File: src/rtl/pipe_pkg.sv
// pipe_pkg: shared definitions for the pipeline stage buffers.
//  - State encoding of the stage buffer FSM; the encoding doubles as the
//    occupancy count (number of held beats).
//  - Field widths and bit offsets of the default payload concatenation
//    {pc, instr, rt_data, c, b_jump}. The b_jump field sits at bit 0.
package pipe_pkg;

    localparam logic [1:0] ST_EMPTY = 2'd0;
    localparam logic [1:0] ST_ONE   = 2'd1;
    localparam logic [1:0] ST_TWO   = 2'd2;

    localparam int PC_W      = 32;
    localparam int INSTR_W   = 32;
    localparam int RT_DATA_W = 32;
    localparam int C_W       = 32;
    localparam int BJUMP_W   = 1;

    localparam int BJUMP_OFF   = 0;
    localparam int C_OFF       = BJUMP_OFF + BJUMP_W;
    localparam int RT_DATA_OFF = C_OFF + C_W;
    localparam int INSTR_OFF   = RT_DATA_OFF + RT_DATA_W;
    localparam int PC_OFF      = INSTR_OFF + INSTR_W;

    localparam int PIPE_DATA_W = PC_OFF + PC_W;  // 129

endpackage

File: src/rtl/pipe_sat_counter.sv
// pipe_sat_counter: saturating event counter.
//  Ports:
//   clk   in  rising-edge clock
//   reset in  synchronous active-high clear
//   inc   in  count one event this cycle
//   cnt   out current count; sticks at 2**CNT_W-1 instead of wrapping
module pipe_sat_counter #(
    parameter int CNT_W = 16
) (
    input  logic             clk,
    input  logic             reset,
    input  logic             inc,
    output logic [CNT_W-1:0] cnt
);

    logic [CNT_W-1:0] cnt_q;
    logic [CNT_W-1:0] cnt_d;

    always_comb begin
        cnt_d = cnt_q;
        if (inc && (cnt_q != {CNT_W{1'b1}})) begin
            cnt_d = cnt_q + 1'b1;
        end
    end

    always_ff @(posedge clk) begin
        if (reset) begin
            cnt_q <= '0;
        end else begin
            cnt_q <= cnt_d;
        end
    end

    assign cnt = cnt_q;

endmodule

File: src/rtl/pipe_stage_buf.sv
// pipe_stage_buf: inter-stage pipeline register with valid/ready handshake
// and a 2-entry skid buffer (main entry + skid entry).
//  Ports:
//   clk, reset            rising-edge clock, synchronous active-high reset
//   flush                 drop every held beat; the beat offered this cycle too
//   in_valid/in_ready     upstream handshake; in_ready is a flop
//   in_data               upstream payload (opaque DATA_W vector)
//   out_valid/out_ready   downstream handshake
//   out_data              main-entry payload, FLUSH_VAL whenever empty
//   occupancy             held beats 0..2 (the state encoding itself)
//   stall_cnt, flush_cnt  saturating statistics, present only when the
//                         macro PIPE_STATS_EN is defined
module pipe_stage_buf
    import pipe_pkg::*;
#(
    parameter int                DATA_W    = PIPE_DATA_W,
    parameter logic [DATA_W-1:0] FLUSH_VAL = '0,
    parameter int                CNT_W     = 16
) (
    input  logic              clk,
    input  logic              reset,
    input  logic              flush,
    input  logic              in_valid,
    output logic              in_ready,
    input  logic [DATA_W-1:0] in_data,
    output logic              out_valid,
    input  logic              out_ready,
    output logic [DATA_W-1:0] out_data,
`ifdef PIPE_STATS_EN
    output logic [CNT_W-1:0]  stall_cnt,
    output logic [CNT_W-1:0]  flush_cnt,
`endif
    output logic [1:0]        occupancy
);

    logic [1:0]        state_q;
    logic [DATA_W-1:0] main_q;
    logic [DATA_W-1:0] skid_q;
    logic              in_ready_q;
    logic              push;
    logic              pop;

    // in_ready comes straight from a flop so out_ready never reaches it
    // combinationally; it is recomputed alongside every state change.
    assign push = in_valid & in_ready_q;
    assign pop  = out_valid & out_ready;

    always_ff @(posedge clk) begin
        if (reset || flush) begin
            state_q    <= ST_EMPTY;
            main_q     <= FLUSH_VAL;
            skid_q     <= FLUSH_VAL;
            in_ready_q <= 1'b1;
        end else begin
            case (state_q)
                ST_EMPTY: begin
                    if (push) begin
                        state_q <= ST_ONE;
                        main_q  <= in_data;
                    end
                end
                ST_ONE: begin
                    if (push && pop) begin
                        main_q <= in_data;
                    end else if (push) begin
                        state_q    <= ST_TWO;
                        skid_q     <= in_data;
                        in_ready_q <= 1'b0;
                    end else if (pop) begin
                        state_q <= ST_EMPTY;
                        main_q  <= FLUSH_VAL;
                    end
                end
                ST_TWO: begin
                    // in_ready_q is low here, so only a pop can happen.
                    if (pop) begin
                        state_q    <= ST_ONE;
                        main_q     <= skid_q;
                        skid_q     <= FLUSH_VAL;
                        in_ready_q <= 1'b1;
                    end
                end
                default: begin
                    state_q    <= ST_EMPTY;
                    main_q     <= FLUSH_VAL;
                    skid_q     <= FLUSH_VAL;
                    in_ready_q <= 1'b1;
                end
            endcase
        end
    end

    assign in_ready  = in_ready_q;
    assign out_valid = (state_q != ST_EMPTY);
    assign out_data  = main_q;
    assign occupancy = state_q;

    if (CNT_W < 1) begin : g_cnt_w_chk
        $error("pipe_stage_buf: CNT_W must be at least 1");
    end

`ifdef PIPE_STATS_EN
    pipe_sat_counter #(.CNT_W(CNT_W)) u_stall_cnt (
        .clk   (clk),
        .reset (reset),
        .inc   (out_valid & ~out_ready),
        .cnt   (stall_cnt)
    );

    // reset has priority, so a flush during reset is not counted.
    pipe_sat_counter #(.CNT_W(CNT_W)) u_flush_cnt (
        .clk   (clk),
        .reset (reset),
        .inc   (flush & ~reset),
        .cnt   (flush_cnt)
    );
`endif

endmodule
File: config.mk
export PLATFORM = sky130hd
export DESIGN_NAME = pipe_stage_buf
export DESIGN_NICKNAME = d
export VERILOG_FILES = /design/src/rtl/pipe_pkg.sv /design/src/rtl/pipe_sat_counter.sv /design/src/rtl/pipe_stage_buf.sv
export SDC_FILE = /design/constraint.sdc
export NUM_CORES = 1
export LEC_CHECK = 0
export ABC_AREA = 1
export CAP_MARGIN = 10
export CELL_PAD_IN_SITES_DETAIL_PLACEMENT = 1
export CELL_PAD_IN_SITES_GLOBAL_PLACEMENT = 2
export CORE_ASPECT_RATIO = 2
export CORE_MARGIN = 8
export CORE_UTILIZATION = 29
export DETAILED_ROUTE_END_ITERATION = 10
export PLACE_DENSITY_LB_ADDON = 0.25
export SYNTH_ARGS = -nofsm -noshare
export SYNTH_HDL_FRONTEND = slang
export SYNTH_SLANG_ARGS = --single-unit
File: constraint.sdc
create_clock -name clk -period 2.5 [get_ports clk]
set_input_delay 0.5 -clock clk [delete_from_list [all_inputs] [get_ports clk]]
set_output_delay 0.5 -clock clk [all_outputs]
set_load 0.02 [all_outputs]
### After elaboration in Yosys (flattened, before gate mapping)

Index checks and enable logic that the tools add are counted.

* register bits: 261

* eq/ne operators: 9
* mux-type cells: 18
* bitwise gates (word level): 3
* reduce and logical (&&, ||, !) cells: 7

Operators with widths (count)
* 129-bit two-way mux: 6
* 129-bit one-hot mux with 3 select lines: 2
* 4-bit AND reduction: 3
* 2-bit two-way mux: 5
* 3-bit inequality test (second input constant): 3
* 2-bit inequality test (second input constant): 4
* 2-bit one-hot mux with 3 select lines: 1
* 1-bit two-way mux: 3
* 1-bit one-hot mux with 3 select lines: 1
* 1-bit AND: 2
* 2-bit by 1-bit equality test with 1-bit output (second input constant): 1
* 2-bit equality test (second input constant): 1
* 2-bit logical NOT: 1
* 2-bit nonzero test: 1
* 1-bit logical AND: 1
* 1-bit logical OR: 1
* 1-bit NOT: 1

### Depth between registers and ports, before layout

* depth after elaboration: 6
* depth in mapped cells: 11
* depth with buffers taken out: 8

### Worst setup path before layout

No wires, ideal clock.

* path kind: reg2out
* from: register state_q[1], in the netlist occupancy[1]
* to: output port out_valid
* arrival time: 1.192 ns
* data required time: 2.000 ns
* path slack: 0.808 ns
* stages on the path, launching flop included: 6
* path buffers: 3
* path through: dfxtp_1 > buf_2 > nor2_2 > buf_2 > buf_2 > inv_1

* longest elaborated chain between the ends: 1

Ends and longest elaborated chain
* start: declaration: RTL line pipe_stage_buf.sv:36 `logic [1:0] state_q;`
* start signal: assignment: RTL line pipe_stage_buf.sv:50 `state_q <= ST_EMPTY;`
* start signal: assignment: RTL line pipe_stage_buf.sv:58 `state_q <= ST_ONE;`
* start signal: assignment: RTL line pipe_stage_buf.sv:66 `state_q <= ST_TWO;`
* 2-bit nonzero test: RTL line pipe_stage_buf.sv:94 `assign out_valid = (state_q != ST_EMPTY);`
* end: declaration: RTL line pipe_stage_buf.sv:26 `output logic out_valid,`

Every way passes these cells.

### Worst setup path in the final report

Ends and elaborated chain as after synthesis.

==> flow_summary_export.csv <==
group,metric,value,unit
worst_setup_path,cp_slowest_stage_delay,550,ps
timing,achievable-frequency,0.424,GHz
logic_synthesis,yosys.area.top_type_share,36.2,%
logic_synthesis,yosys.area.top_type,"dfxtp_1",
final_layout,syn2layout_area_growth,31.3,%
logic_synthesis,synth.area.mux_share,0,%
floorplan,core-area,49200,um^2
logic_synthesis,synth_area_per_cell,5.60,um^2
timing,rsz0062_at_grt,"false",
detailed_routing,detail_route.iter0.violations,486,
logic_synthesis,synth_top_flop_cell,"dfxtp_1",
power,ir_worst_vdd,0.000415,V
worst_setup_path,critPathSlowestCell,"clkdlybuf4s50_1",
logic_synthesis,mappedNetlistArea,14400,um^2
logic_synthesis,post_synth_xor_area_fraction,0,%
cts,cts-buffers-inserted,28,
floorplan,die-height,332,um
cts,cts_tree,"done",
cts,clkSinkCount,261,
cts,number_of_levels_in_the_clock_h_tree,1,
final_layout,multi_input_gate_area,6850,um^2
cts,clock-root-buffer,"clkbuf_16",
cts,cts.path.max_buffers,3,
global_route,first_pass_grt_wire_length,90000,um
floorplan,initial_utilization,29.4,%
worst_setup_path,worst-endpoint-required,2000,ps
logic_synthesis,synth_simple_gate_area_share,42.3,%
hold_path,hp-class,"register to register",
global_route,grt_pass1_vias,16800,
worst_setup_path,cp_cell_sequence,"nor2_4 > inv_1 > clkdlybuf4s50_1",
global_route,grt_antenna_before_repair,6,
timing,timing.final.crit_share,94.4,%
power,clock_power_share,41.2,%
logic_synthesis,synth_enable_flop_cells,0,
placed_design,placed_instance_area,18000,um^2
power,p_leak,9.70,nW
detailed_routing,vias,15500,
timing,max-slew-margin-rel,32.0,%
logic_synthesis,yosysSeqAreaShare,36.2,%
timing,finalSetupViolCount,0,
floorplan,ioPinCount,267,
power,intPower,7.49,mW
outcome,run_status,"completed",
global_route,pin_count_of_the_biggest_net_entering_global_routing,101,
timing,finalHoldViolCount,0,
timing,min_period,2360,ps
power,sequential_group_share_of_total_power,41.6,%
logic_synthesis,dominant_combinational_cell_family_by_area_after_synthesis,"simple AND/OR/NAND/NOR gates",
job,max_cap_viol_count,0,
floorplan,row_count,115,
worst_setup_path,worst-endpoint-arrival,1860,ps
power,sw_frac_of_total,28.4,%
logic_synthesis,synth.net_count,2714,
floorplan,floorplan.die.width,174,um
logic_synthesis,synth_commonest_cells,"nand2_1 (1,040), inv_1 (455), nor2_1 (363), dfxtp_1 (261), nand3_1 (167)",
final_layout,final_net_count,2900,
power,power-per-cell-area,552,nW/um^2
logic_synthesis,synth.area.top_cells,"dfxtp_1 (36%), nand2_1 (27%), inv_1 (12%), nor2_1 (9.4%), nand3_1 (5.8%)",
placed_design,hpwlAfterDp,36900,um
detailed_routing,vias_per_cell,4.52,
logic_synthesis,synth_async_sr_flop_share,0,%
cts,worstSkewPairLatency,560,ps
timing,fin_hold_ws,466,ps
final_layout,drive_above_1_share,3.70,%
global_route,grt.overflow.total,0,
floorplan,dieArea,57600,um^2
logic_synthesis,synth_seq_cells,261,
detailed_routing,wirelength,55000,um
placed_design,port-buffer-count,266,
logic_synthesis,post_synth_inst_count,2580,
logic_synthesis,synth_compound_gate_area_share,4.64,%
final_layout,final.fill_count,6589,
cts,clk_transition_reported_paths,60,ps
detailed_routing,remaining_drc_errors,0,
detailed_routing,drtPass1Iterations,6,
detailed_routing,post_drt_wl_per_cell,16.0,um
global_route,track_usage,19.1,%
logic_synthesis,synthMostInstantiatedCell,"nand2_1",
worst_setup_path,crit_path_max_fanout,7,
logic_synthesis,synth_cell_types,15,
final_layout,register_area,5230,um^2
detailed_routing,antenna_violating_nets_post_route,0,
worst_setup_path,critical_path_class,"register to output pin",
cts,ctsHoldBuffers,0,
final_layout,design_area,19000,um^2
timing,max_slew.worst_pin.slew,1020,ps
power,comb_power_share,17.1,%
placed_design,finalWeightedCongestion,0.740,
timing,fin_setup_tns,0,ps
timing,final_number_of_max_transition_violations,0,
worst_setup_path,timing.critical_path.from_type,"register",
worst_setup_path,crit_end_element,"output pin",
power,fin_total_pwr,10.5,mW
logic_synthesis,synth.yosys.warnings,0,
power,power.switching,2.97,mW
timing,fin_skew,14.2,ps
logic_synthesis,yosys.area_share.adder,0,%
==> power groups by stage <==
stage	clock, mW	sequential, mW	combinational (mW)
6_report	4.31	4.36	1.79
5_1_grt	4.66	4.37	2.01
4_1_cts	4.51	4.36	1.84
3_5_place_dp	0	4.45	1.83
3_3_place_gp	0	4.45	1.79
2_1_floorplan	0	4.52	0.890
==> state kept, by name (all words and copies together) (netlist names) <==
name and flops:
in_ready 1, occupancy 2, out_data 129, skid_q 129
==> layout make-up <==
class / instances / share of cell area, %
tap: 643 / 4.24
antenna: 3 / 0.0396
clock inverter: 6 / 0.422
sequential: 261 / 27.6
clock buffer: 42 / 4.40
multi-input combinational: 1704 / 36.1
inverter: 457 / 9.07
timing repair buffer: 314 / 18.1
==> worst paths after layout <==
kind | cells after the start | slack, ps | start | end
min | 2 | 470 | out_data[40]$_SDFFE_PP0P_ | out_data[40]$_SDFFE_PP0P_
max reg2reg | 7 | 590 | occupancy[1]$_SDFFE_PP0P_ | out_data[61]$_SDFFE_PP0P_
max | 3 | 140 | occupancy[1]$_SDFFE_PP0P_ | out_valid
min reg2reg | 2 | 470 | out_data[40]$_SDFFE_PP0P_ | out_data[40]$_SDFFE_PP0P_
==> critical path: cells and delay by family (launching register included) <==
kind,cells,cell delay (ps)
buffers and inverters,2,620
DFF,1,390
and+or+nand+nor,1,290
==> what timing repair did <==
item,4_1_cts,5_1_grt
gates resized for setup,0,1
setup endpoints to repair,0,1
setup buffers,0,0
==> cells by family (layout without fill, tap and decap cells) <==
family / count (synthesis) / after routing
buffers and inverters: 615 / 819
flip-flops: 261 / 261
other: 0 / 3
AO/OA/AOI/OAI: 133 / 133
AND/OR/NAND/NOR: 1571 / 1571
==> layout by cell type, fill, tap and decap left out, types with 2 or more instances in the layout <==
master,n
nand2_1,1039
clkbuf_16,29
clkbuf_1,7
nand3_1,165
a21oi_1,130
buf_4,15
inv_4,2
dfxtp_1,259
bufinv_16,2
clkbuf_8,6
diode_2,3
clkinv_2,4
buf_12,33
nor2_4,5
inv_1,454
nand3_4,2
nor2_1,359
clkdlybuf4s50_1,266
==> routing by layer <==
metal | GRT usage, % | share of wire [%] | vias up
li1 | - | - | 7859
met1 | 19.7 | 39 | 7311
met2 | 37.5 | 54 | 263
met3 | 3.49 | 4.4 | 76
met4 | 6.01 | 2.8 | 6
met5 | 0 | 0.056 | -
==> through the flow <==
stage	setup slack [ps]	util, %	instances
CTS	0.0890	38.5	3427
global route	61.0	38.5	3430
global placement	169	36.7	3379
floorplan	808	-	2580
finish	141	38.5	3430
detailed placement	56.4	36.7	3379
No activity file was read; power rests on OpenSTA's default activity.
